===== src/rtl/booth_pkg.sv =====
// ---------------------------------------------------------------------------
// booth_pkg
// Shared types for the radix-4 Booth multipliers.
//   state_t        : sequencer states of booth_mult_seq
//   booth_digit_t  : one Booth digit as {neg, one, two} flags
//   booth_encode() : multiplier triplet {b[2i+1], b[2i], b[2i-1]} -> digit.
//                    The same mapping is used by the combinational booth_mult.
// ---------------------------------------------------------------------------
package booth_pkg;

   typedef enum logic [1:0] {
      ST_IDLE = 2'd0,
      ST_RUN  = 2'd1,
      ST_DONE = 2'd2
   } state_t;

   // digit = (neg ? -1 : +1) * (two ? 2 : one ? 1 : 0)
   typedef struct packed {
      logic neg;
      logic one;
      logic two;
   } booth_digit_t;

   function automatic booth_digit_t booth_encode(input logic [2:0] t);
      booth_digit_t d;
      // 3'b111 is -0: neg is kept low so no stray carry-in enters the adder
      d.neg = t[2] & ~(t[1] & t[0]);
      d.one = t[1] ^ t[0];
      d.two = (t == 3'b011) || (t == 3'b100);
      return d;
   endfunction

endpackage


===== src/rtl/booth_r4_enc.sv =====
// ---------------------------------------------------------------------------
// booth_r4_enc
// Purely combinational radix-4 Booth recoder.
//   i_triplet [2:0] : {b[2i+1], b[2i], b[2i-1]}
//   o_digit         : {neg, one, two} flags for that digit
// ---------------------------------------------------------------------------
module booth_r4_enc
   import booth_pkg::*;
(
   input  logic [2:0]   i_triplet,
   output booth_digit_t o_digit
);

   assign o_digit = booth_encode(i_triplet);

endmodule


===== src/rtl/booth_mult_seq.sv =====
// ---------------------------------------------------------------------------
// booth_mult_seq
// Iterative radix-4 Booth multiplier, 2 multiplier bits retired per cycle.
// Fixed latency: out_valid rises ITER = W/2+1 cycles after the accept edge,
// for both signed and unsigned operations.
//
// Ports
//   clk, rst     : clock, synchronous active-high reset
//   in_valid     : operands + mode present       in_ready  : engine idle
//   signed_mode  : 1 two's complement, 0 unsigned
//   a, b [W-1:0] : multiplicand, multiplier
//   out_valid    : p holds a completed product   out_ready : consumer takes p
//   p [2W-1:0]   : product
//
// state   | meaning
// --------+-----------------------------------------------------------
// ST_IDLE | waiting for in_valid; in_ready=1; p holds the last result
// ST_RUN  | one Booth iteration per cycle, r_cnt = iteration index
// ST_DONE | out_valid=1, p stable until out_ready
// ---------------------------------------------------------------------------
module booth_mult_seq
   import booth_pkg::*;
#(
   parameter int W = 16
)(
   input  logic           clk,
   input  logic           rst,
   input  logic           in_valid,
   output logic           in_ready,
   input  logic           signed_mode,
   input  logic [W-1:0]   a,
   input  logic [W-1:0]   b,
   output logic           out_valid,
   input  logic           out_ready,
   output logic [2*W-1:0] p
);

   localparam int ITER = W/2 + 1;
   localparam int AW   = 2*W + 4;
   localparam int XW   = W + 2;
   localparam int CW   = $clog2(ITER + 1);

   if ((W % 2) != 0 || W < 4) begin : g_bad_w
      $error("booth_mult_seq: W must be even and >= 4");
   end

   state_t         r_state;
   logic           r_in_ready;
   logic           r_out_valid;
   logic [2*W-1:0] r_p;
   logic [AW-1:0]  r_acc;
   logic [AW-1:0]  r_mcand;
   logic [XW:0]    r_mplier;
   logic [CW-1:0]  r_cnt;

   logic [AW-1:0]  w_a_ext;
   logic [XW-1:0]  w_b_ext;
   booth_digit_t   w_digit;
   logic [AW-1:0]  w_addend;
   logic [AW-1:0]  w_acc_next;

   // Multiplicand is extended straight to accumulator width; the value is the
   // same as a W+2-bit extension, and it removes per-iteration sign fill.
   assign w_a_ext = signed_mode ? {{(AW-W){a[W-1]}}, a} : {{(AW-W){1'b0}}, a};
   assign w_b_ext = signed_mode ? {{(XW-W){b[W-1]}}, b} : {{(XW-W){1'b0}}, b};

   // r_mplier shifts right by 2 each iteration, so the current triplet is
   // always at [2:0]; bit 0 at accept time is the implicit b[-1]=0.
   booth_r4_enc u_enc (
      .i_triplet (r_mplier[2:0]),
      .o_digit   (w_digit)
   );

   // r_mcand shifts left by 2 each iteration, carrying the 4^i weight.
   assign w_addend = w_digit.two ? {r_mcand[AW-2:0], 1'b0} :
                     w_digit.one ? r_mcand : '0;

   // Negation as one's complement with the +1 folded in as carry-in.
   assign w_acc_next = r_acc + (w_addend ^ {AW{w_digit.neg}}) + AW'(w_digit.neg);

   always_ff @(posedge clk) begin
      if (rst) begin
         r_state     <= ST_IDLE;
         r_in_ready  <= 1'b1;
         r_out_valid <= 1'b0;
         r_p         <= '0;
         r_acc       <= '0;
         r_mcand     <= '0;
         r_mplier    <= '0;
         r_cnt       <= '0;
      end else begin
         case (r_state)
            ST_IDLE: begin
               if (in_valid && r_in_ready) begin
                  r_mcand    <= w_a_ext;
                  r_mplier   <= {w_b_ext, 1'b0};
                  r_acc      <= '0;
                  r_cnt      <= '0;
                  r_in_ready <= 1'b0;
                  r_state    <= ST_RUN;
               end
            end
            ST_RUN: begin
               r_acc    <= w_acc_next;
               r_mcand  <= {r_mcand[AW-3:0], 2'b00};
               r_mplier <= {2'b00, r_mplier[XW:2]};
               r_cnt    <= r_cnt + 1'b1;
               if (r_cnt == CW'(ITER - 1)) begin
                  r_p         <= w_acc_next[2*W-1:0];
                  r_out_valid <= 1'b1;
                  r_state     <= ST_DONE;
               end
            end
            ST_DONE: begin
               if (out_ready) begin
                  r_out_valid <= 1'b0;
                  r_in_ready  <= 1'b1;
                  r_state     <= ST_IDLE;
               end
            end
            default: begin
               r_out_valid <= 1'b0;
               r_in_ready  <= 1'b1;
               r_state     <= ST_IDLE;
            end
         endcase
      end
   end

   assign in_ready  = r_in_ready;
   assign out_valid = r_out_valid;
   assign p         = r_p;

endmodule


===== config.mk =====
export PLATFORM = sky130hd
export DESIGN_NAME = booth_mult_seq
export DESIGN_NICKNAME = d
export VERILOG_FILES = /design/src/rtl/booth_pkg.sv /design/src/rtl/booth_r4_enc.sv /design/src/rtl/booth_mult_seq.sv
export SDC_FILE = /design/constraint.sdc
export NUM_CORES = 1
export LEC_CHECK = 0
export CAP_MARGIN = 20
export CORE_UTILIZATION = 40
export CTS_CLUSTER_SIZE = 30
export DETAILED_ROUTE_END_ITERATION = 7
export PLACE_DENSITY_LB_ADDON = 0.15
export RECOVER_POWER = 50
export SYNTH_ARGS = -nofsm -noshare
export SYNTH_HDL_FRONTEND = slang
export SYNTH_SLANG_ARGS = --single-unit
export TNS_END_PERCENT = 30

===== constraint.sdc =====
create_clock -name clk -period 4.3 [get_ports clk]
set_clock_uncertainty 0.2 [all_clocks]
set_input_delay 1.29 -clock clk [delete_from_list [all_inputs] [get_ports clk]]
set_output_delay 1.29 -clock clk [all_outputs]
set_load 0.01 [all_outputs]

==> run summary <==
run status -> complete, but fails checks
failing checks -> capacitance limit, slew limit
Crit Path Class -> flop to flop
Post-synth top cells -> nor2_1, dfxtp_1, nand2_1
pre-CTS setup slack -> 0.2638 ns
DP HPWL -> 13530 um
fin worst setup slack -> 0.3008 ns
clock transition time at the flip-flop clock pins of the worst setup and hold paths -> 0.05 ns
warnings from Yosys -> 0
Final Hold Viols -> 0
number of diodes -> 0
number of flops mapped to enable cells by yosys -> 0
I/O Pins -> 71
VDD IR max -> 0.2959 mV
Worst Path Max Fanout -> 30
critical path capture point type -> flop
clock sinks -> 122
Synth Area in Simple Gates -> 26.40%
first-pass GRT wire length -> 31570 um
Lkg Pwr -> 0.003505 uW
Worst EP arrival -> 4.11 ns
Seq/Total Area, Yosys -> 33.91%
Inst Count DP -> 1178
most frequent cell after synthesis -> nor2_1
startpoint types -> flop
Final Max Slew Viols -> 53
drt drc -> 0
clk root buf -> clkbuf_16
Gate Count Post-Synth -> 938
CP Data Required Time -> 4.41 ns
GRT overflow -> 0
largest cells by area after synthesis -> dfxtp_1, nor2_1, ha_1, a21oi_1, xnor2_1
Setup Buffers After CTS -> 0
max cap viols -> 2
fin util -> 49.86%
H-tree levels -> 4
First-pass DRT Iterations -> 5
area leader, netlist -> dfxtp_1
CTS tree -> built
Synth top area share -> 33.91%
drt initial violations -> 628
multiplexer share of the synthesized area -> 1.146%
Post-Route WL -> 19440 um
Netlist cell types -> 59
Die X -> 136.2 um
Setup TNS -> 0 ns
Synth Register Bits -> 122
pwr dens -> 405.2 nW/um^2
Clk Latency, worst-skew pair -> 0.42 ns
Avg Cell Area, Syn -> 7.679 sq um
Area Growth Syn to Fin -> 20.57%
cell area after placement -> 8059 sq um
global placer's final weighted congestion -> 0.9253
register area -> 2442 sq um
vias per cell -> 5.557
adder-cell share of the synthesized area -> 6.705%
area of the die -> 18550 sq um
largest net degree at the start of global routing -> 93
Compound-Gate Fraction of Synth Area -> 20.74%
Buffers on Ports -> 70
share of post-route cells with drive strength above 1 -> 6.205%
fin crit period -> 3.999 ns
Non-Filler Instances -> 1208
fillers -> 1727
nets -> 1047
post-layout instance area -> 8685 sq um
share of flip-flops with an asynchronous set or reset -> 0%
CTS Buffer Depth -> 2
Final Cycle Share -> 93.01%
CTS Buf Count -> 17
Worst Max-Slew Pin Slew -> 1.699 ns
row cnt -> 48
footprint of the multi-input gates -> 4488 sq um
all-layer global routing usage -> 21.84%
DR vias -> 6713
vias in the first global route -> 6033
die height -> 136.2 um
Synth Net Count -> 1013
largest family of logic cells by synthesized area -> simple AND/OR/NAND/NOR gates
predominant post-synthesis flop cell -> dfxtp_1
maximum clock rate -> 250.0 MHz
xor/xnor share of the synthesized area -> 6.809%
per-cell routed wire length -> 16.10 um
initial antenna violation count -> 0
core area -> 17420 sq um
Rel. slew slack -> -13.70%
Hold Crit Class -> flop to flop
Final setup viols -> 0
Antenna Nets Post-Route -> 0
initial cell density of the core -> 41.36%
synthesized cell area -> 7203 sq um
area by class of cell:
class | instances | area share, %
multi-input cells | 735 | 51.68
clock buffers | 23 | 5.619
well taps | 225 | 3.242
repair buffers | 84 | 9.494
flip-flops and latches | 122 | 28.12
clock inverters | 7 | 1.325
inverters | 12 | 0.5187
registers in the layout, indices dropped and copies added, names as in the netlist:
register   flops
in_ready       1
r_cnt          4
out_valid      1
r_state        2
r_mplier      18
r_acc         32
p             32
r_mcand       32
metal layers:
metal | routed length (um) | GRT usage, % | up-vias | part of all wire, %
met5 | 0 | 0 | - | 0
li1 | - | - | 3409 | -
met1 | 10390 | 33.30 | 3129 | 53
met2 | 7966 | 30.15 | 160 | 41
met4 | 195 | 6.605 | 0 | 1.0
met3 | 887 | 4.362 | 15 | 4.6
final timing paths:
check	start	to	slack [ns]	cells after the start
worst max-delay path	r_mplier[0]$_SDFFE_PP0P_	p[27]$_SDFFE_PP0P_	0.30	15
worst min-delay path	p[21]$_SDFFE_PP0P_	p[21]$_SDFFE_PP0P_	0.25	2
worst max register to register	r_mplier[0]$_SDFFE_PP0P_	p[27]$_SDFFE_PP0P_	0.30	15
worst min register to register	p[21]$_SDFFE_PP0P_	p[21]$_SDFFE_PP0P_	0.25	2
timing repair:
action | 4_1_cts | 5_1_grt
hold buffers | 0 | 0
resized for setup | 0 | 9
endpoints found under the setup margin | 0 | 8
endpoints found under the hold margin | 0 | 0
through the flow:
step / total power [uW] / hold WS [ns]
floorplan: 1836 / 0.2315
global placement: 2050 / 0.2394
detailed placement: 2048 / 0.2481
CTS: 3528 / 0.2553
global route: 3697 / 0.2618
finish: 3519 / 0.2477
power by group:
group / switching, uW / total (uW) / internal, uW
sequential: 58.3 / 1260 / 1200
clock: 510 / 1470 / 964
combinational: 486 / 787 / 301
total: 1050 / 3520 / 2460
cell families (layout without fill, tap and decap cells):
group / count (synthesis) / count (layout)
buffers and inverters: 81 / 126
muxes: 8 / 8
DFF: 122 / 122
and+or+nand+nor: 400 / 400
AOI/OAI and AO/OA: 233 / 233
adders and majority gates: 38 / 38
xor gates and xnor gates: 56 / 56
layout by cell type (no fill, tap or decap), drive strengths merged, types with 3 or more instances in the layout:
master	count
buf	13
and3	35
mux2i	6
nand2b	7
nor3	13
nand2	94
a31oi	26
o21bai	8
o21a	5
o311ai	3
or2	6
nand4b	6
inv	12
or4	5
a22oi	16
ha	37
nand3	35
nand3b	9
xor2	8
o21ai	22
clkbuf	25
nor3b	3
nor4	28
dlygate4sd3	24
a211oi	7
dfxtp	122
o31ai	3
nand4	8
nor2b	8
xnor2	48
nor2	139
a21oi	92
a22o	10
a21o	21
bufinv	3
clkdlybuf4s50	45
critical path: stages (launching register included):
cell and delay (ns):
dfxtp_1 0.35, inv_1 0.05, ha_1 0.23, mux2_2 0.29, buf_4 0.23, a21oi_1 0.21, xnor2_1 0.10, ha_1 0.44
nand4_1 0.19, nor3_1 0.20, inv_1 0.07, o21ai_0 0.40, a21oi_2 0.14, o21ai_0 0.38, a2111oi_2 0.13, a211o_1 0.25
(Power assumes the default switching activity.)
